File: src/rtl/noc_switch_allocator_pkg.sv
// Shared types for the NoC switch allocator: output-port ownership states.
package Noc_parameters;

    typedef enum logic [0:0] {
        SA_IDLE   = 1'b0,
        SA_LOCKED = 1'b1
    } noc_sa_state_e;

endpackage

File: src/rtl/noc_switch_allocator_rr_pick.sv
// Wrap-around priority pick: first requester strictly above last_grant,
// falling back to the lowest-indexed requester.
module noc_sa_rr_pick #(
    parameter int REQUESTS = 4
) (
    input  logic [REQUESTS-1:0] i_request,
    input  logic [REQUESTS-1:0] i_last_grant,
    output logic [REQUESTS-1:0] o_grant
);

    logic [REQUESTS-1:0] w_hi_mask;
    logic [REQUESTS-1:0] w_pool;

    // NOTE: combinational logic uses blocking assignments and assigns every
    // output a default first so no latch is inferred.
    always_comb begin
        logic w_seen;
        logic w_done;
        w_seen    = 1'b0;
        w_done    = 1'b0;
        w_hi_mask = '0;
        o_grant   = '0;
        for (int i = 0; i < REQUESTS; i++) begin
            w_hi_mask[i] = w_seen;
            w_seen       = w_seen | i_last_grant[i];
        end
        // Ports above the last winner take precedence; otherwise wrap to port 0.
        w_pool = (|(i_request & w_hi_mask)) ? (i_request & w_hi_mask) : i_request;
        for (int i = 0; i < REQUESTS; i++) begin
            if (w_pool[i] && !w_done) begin
                o_grant[i] = 1'b1;
                w_done     = 1'b1;
            end
        end
    end

endmodule

File: src/rtl/noc_switch_allocator.sv
// Credit-gated, packet-locking round-robin allocator for one NoC output port.
module noc_switch_allocator
    import Noc_parameters::*;
#(
    parameter int REQUESTS = 4,
    parameter int CREDITS  = 4
) (
    input  logic                         noc_clk,
    input  logic                         noc_rst,
    input  logic [REQUESTS-1:0]          in_valid,
    input  logic [REQUESTS-1:0]          in_last,
    output logic [REQUESTS-1:0]          in_ready,
    output logic                         out_valid,
    output logic                         out_last,
    output logic [REQUESTS-1:0]          out_sel,
    input  logic                         credit_return,
    output logic [$clog2(CREDITS+1)-1:0] credit_count,
    output logic                         locked,
    output logic                         credit_err
);

    localparam int IDX_W = $clog2(REQUESTS);
    localparam int CW    = $clog2(CREDITS+1);

    noc_sa_state_e       r_state,      w_state_nxt;
    logic [IDX_W-1:0]    r_owner,      w_owner_nxt;
    logic [REQUESTS-1:0] r_last_grant, w_last_grant_nxt;
    logic [CW-1:0]       r_credit,     w_credit_nxt;
    logic                r_credit_err, w_credit_err_nxt;

    logic [REQUESTS-1:0] w_rr_grant;
    logic [REQUESTS-1:0] w_owner_oh;
    logic [REQUESTS-1:0] w_sel;
    logic [IDX_W-1:0]    w_sel_idx;
    logic                w_xfer;

    noc_sa_rr_pick #(.REQUESTS(REQUESTS)) u_rr_pick (
        .i_request    (in_valid),
        .i_last_grant (r_last_grant),
        .o_grant      (w_rr_grant)
    );

    assign w_owner_oh = REQUESTS'(1) << r_owner;

    // Transfer depends only on the registered credit count; reset kills it.
    always_comb begin
        w_sel = '0;
        if (!noc_rst && (r_credit != '0)) begin
            if (r_state == SA_IDLE) w_sel = w_rr_grant;
            else                    w_sel = w_owner_oh & in_valid;
        end
        w_sel_idx = '0;
        for (int i = 0; i < REQUESTS; i++) begin
            if (w_sel[i]) w_sel_idx = IDX_W'(i);
        end
    end

    assign w_xfer       = |w_sel;
    assign in_ready     = w_sel;
    assign out_sel      = w_sel;
    assign out_valid    = w_xfer;
    assign out_last     = |(w_sel & in_last);
    assign locked       = (r_state == SA_LOCKED);
    assign credit_count = r_credit;
    assign credit_err   = r_credit_err;

    always_comb begin
        w_state_nxt      = r_state;
        w_owner_nxt      = r_owner;
        w_last_grant_nxt = r_last_grant;
        if (w_xfer) begin
            case (r_state)
                SA_IDLE: begin
                    if (out_last) begin
                        w_last_grant_nxt = w_sel;
                    end else begin
                        w_state_nxt = SA_LOCKED;
                        w_owner_nxt = w_sel_idx;
                    end
                end
                SA_LOCKED: begin
                    if (out_last) begin
                        w_state_nxt      = SA_IDLE;
                        w_last_grant_nxt = w_owner_oh;
                    end
                end
                default: w_state_nxt = SA_IDLE;
            endcase
        end
    end

    // A return that coincides with a transfer cancels out and never overflows.
    always_comb begin
        w_credit_nxt     = r_credit;
        w_credit_err_nxt = r_credit_err;
        case ({w_xfer, credit_return})
            2'b10: w_credit_nxt = r_credit - CW'(1);
            2'b01: begin
                if (r_credit == CW'(CREDITS)) w_credit_err_nxt = 1'b1;
                else                          w_credit_nxt     = r_credit + CW'(1);
            end
            default: w_credit_nxt = r_credit;
        endcase
    end

    // NOTE: sequential state uses non-blocking assignments; reset is sampled
    // synchronously on the clock edge.
    always_ff @(posedge noc_clk) begin
        if (noc_rst) begin
            r_state      <= SA_IDLE;
            r_owner      <= '0;
            r_last_grant <= {1'b1, {(REQUESTS-1){1'b0}}};
            r_credit     <= CW'(CREDITS);
            r_credit_err <= 1'b0;
        end else begin
            r_state      <= w_state_nxt;
            r_owner      <= w_owner_nxt;
            r_last_grant <= w_last_grant_nxt;
            r_credit     <= w_credit_nxt;
            r_credit_err <= w_credit_err_nxt;
        end
    end

endmodule

File: config.mk
export PLATFORM = sky130hd
export DESIGN_NAME = noc_switch_allocator
export DESIGN_NICKNAME = d
export VERILOG_FILES = /design/src/rtl/noc_switch_allocator_pkg.sv /design/src/rtl/noc_switch_allocator_rr_pick.sv /design/src/rtl/noc_switch_allocator.sv
export SDC_FILE = /design/constraint.sdc
export NUM_CORES = 1
export LEC_CHECK = 0
export ABC_CLOCK_PERIOD_IN_PS = 2820
export BUFFER_PORTS_ARGS = -buffer_cell sky130_fd_sc_hd__clkbuf_2
export CORE_MARGIN = 2
export CORE_UTILIZATION = 51
export DETAILED_ROUTE_END_ITERATION = 10
export PLACE_DENSITY = 0.84
export SLEW_MARGIN = 30
export SYNTH_ARGS = -nofsm -noshare
export SYNTH_HDL_FRONTEND = slang
export SYNTH_HIERARCHICAL = 1
export SYNTH_SLANG_ARGS = --single-unit
File: constraint.sdc
create_clock -name noc_clk -period 2.82 [get_ports noc_clk]
set_input_delay 0.282 -clock noc_clk [delete_from_list [all_inputs] [get_ports noc_clk]]
set_output_delay 0.282 -clock noc_clk [all_outputs]
set_load 0.02 [all_outputs]
==> metrics <==
Hold EP credit_count[0]$_SDFFE_PP0P_; min Tclk post-route 2643 ps; clock share of power 16.5%; initial antenna violation count 0; vias in the first global route 755; number of I/O port buffers 25; Max FO, Critical Path 7; Power Dens Cells 733.7 nW/um^2; via count 877; post-CTS setup buffer count 0; period utilization 93.71%; CP max-delay cell fa_1; gp weighted congestion 0.8017; routed wire length per instance 13.12 um; Clock Path Buffers 2; Crit Path Category reg2reg; share of layout cells above drive strength 1 36.72%; GRT Total Usage 20.83%; Worst R2R End credit_count[1]$_SDFFE_PP0P_; Net Sw Frac between 40% and 50%; dpl hpwl between 1500 and 2000 um; Mean Syn Cell Area 8.399 um^2; critical-path cell list o21ai_0 > a21o_2 > a21oi_1 > nor2b_2 > nor2_4 > a41o_4 > nand2_1 > fa_1 > nor2b_1 > nand4_1 > o311ai_2; CP max stage delay 410 ps; Hold WS 372.9 ps; Fmax achieved 0.3784 GHz; Worst-path clk slew 70 ps; Initial Util about 53%; CTS resizes 0; CP arrival 2780 ps; fill count 160; Vias/cell 5.732; area of the core 1708 um^2; ant diodes 0; peak supply drop 0.4302 mV; Crit. End Element register; Reg2Reg Depth 11; Net Count, Synth 120; I/O pins 26; worst hold stages 2; CTS buffer count 3; Tightest Pin Transition 636.8 ps; Vert. Die Dim 46.18 um; # hold bufs at CTS 0; # DRC 0; clock skew roughly 7.1 ps; Syn. warnings 6; fin. max-slew vios 0; 1st-pass router iterations 4; maximum number of pins on one net before global-route repair 18; # setup viols final 0; Setup TNS 0 ps; nets approximately 140; Hold Fails Final Rpt 0; worst hold path type in2reg; Synth Cell Area 907.1 um^2; Max-slew headroom 57.49%; Hold Path Origin noc_rst; H-tree level count 1; RSZ-0062 raised after global routing false; max-cap viol count 0; total grt overflow 0; CTS tree yes; TritonCTS Sinks 10; Overall Power just under 0.8 mW; Mapped Cells 108; status finished clean; Root Buffer Master clkbuf_4; FP Rows 15; Critical Path RT 2960 ps; Reg power frac 30.3%; CP startpoint kind register; Internal 0.4249 mW; Psw around 0.35 mW; LEAKAGE 0.4350 nW; worst skew pair latency 270 ps; Die ar. ~2100 um^2; first-pass GRT wire length 3236 um; Die W 46.18 um; Critical R2R Launch r_last_grant[1]$_SDFFE_PP0P_; area grow syn2layout 16.41%; initial DRC count 13; Worst R2R Setup Slack about 180 ps; post-route ant nets 0; part of the power in combinational logic between 50% and 60%; final WL 2008 um
==> worst max-delay path: cells and delay by family, from the launching register on <==
kind | cells | cell delay (ps)
DFF | 1 | 400
and+or+nand+nor | 5 | 750
AOI/OAI and AO/OA | 5 | 970
adders and majority gates | 1 | 410
==> final cells by class <==
cell class	count	area (um^2)	share of cell area, %
clock buffer	4	36.28	3.436
inverter	4	15.01	1.422
multi-input combinational	85	646.9	61.26
sequential	10	201.4	19.08
tap	25	31.28	2.962
timing repair buffer	25	125.1	11.85
==> layout by cell type (no fill, tap or decap), drive strengths merged, types with 2 or more instances in the layout <==
| master | instances |
|---|---|
| a21oi | 3 |
| a221oi | 2 |
| a41oi | 2 |
| and4b | 2 |
| clkbuf | 29 |
| dfxtp | 10 |
| inv | 4 |
| mux2i | 4 |
| nand2 | 6 |
| nand2b | 2 |
| nand3b | 2 |
| nand4 | 3 |
| nor2 | 19 |
| nor2b | 8 |
| nor3 | 5 |
| o21ai | 5 |
| o311a | 2 |
| o31ai | 3 |
==> power groups by stage <==
stage               combinational, mW  sequential [mW]  clock [mW]
finish                          0.412            0.235       0.128
global route                    0.452            0.243       0.140
CTS                             0.414            0.233       0.129
detailed placement              0.413            0.235           0
global placement                0.401            0.232           0
floorplan                       0.313            0.243           0
==> worst max path at each step <==
| stage | slack [ps] | end | startpoint | depth (start not counted) |
|---|---|---|---|---|
| final | 180 | credit_count[1]$_SDFFE_PP0P_ | r_last_grant[1]$_SDFFE_PP0P_ | 11 |
| after CTS | 120 | credit_count[1]$_SDFFE_PP0P_ | r_last_grant[1]$_SDFFE_PP0P_ | 11 |
| after detailed placement | 90 | credit_count[1]$_SDFFE_PP0P_ | in_valid[2] | 12 |
| after global placement | 210 | credit_count[1]$_SDFFE_PP0P_ | in_valid[0] | 12 |
| after global routing | 30 | credit_count[1]$_SDFFE_PP0P_ | r_last_grant[2]$_SDFFE_PP0P_ | 11 |
| after floorplan | 350 | credit_count[1]$_SDFFE_PP0P_ | r_last_grant[0]$_SDFFE_PP0P_ | 11 |
==> metrics by stage <==
step                area, um^2  util [%]  cells  worst slack (ps)
floorplan                907.1         -    108             348.7
global placement          1013     59.34    149             208.2
detailed placement        1013     59.34    149             86.37
CTS                       1050     61.47    153             120.1
global route              1056     61.83    153             26.55
finish                    1056     61.83    153             177.3
==> routing by layer <==
layer  wire (um)  track usage [%]  up-vias
met5           0                0        -
met4          10            10.29        0
met3          65            1.176        2
met2        1054            36.67       24
met1         878            25.30      418
li1            -                -      433
==> state kept, by name (all words and copies together) (netlist names) <==
| register | cells |
|---|---|
| credit_count | 3 |
| credit_err | 1 |
| r_owner | 2 |
| r_last_grant | 3 |
| locked | 1 |
Note: power is estimated with default switching activity, not from simulation.
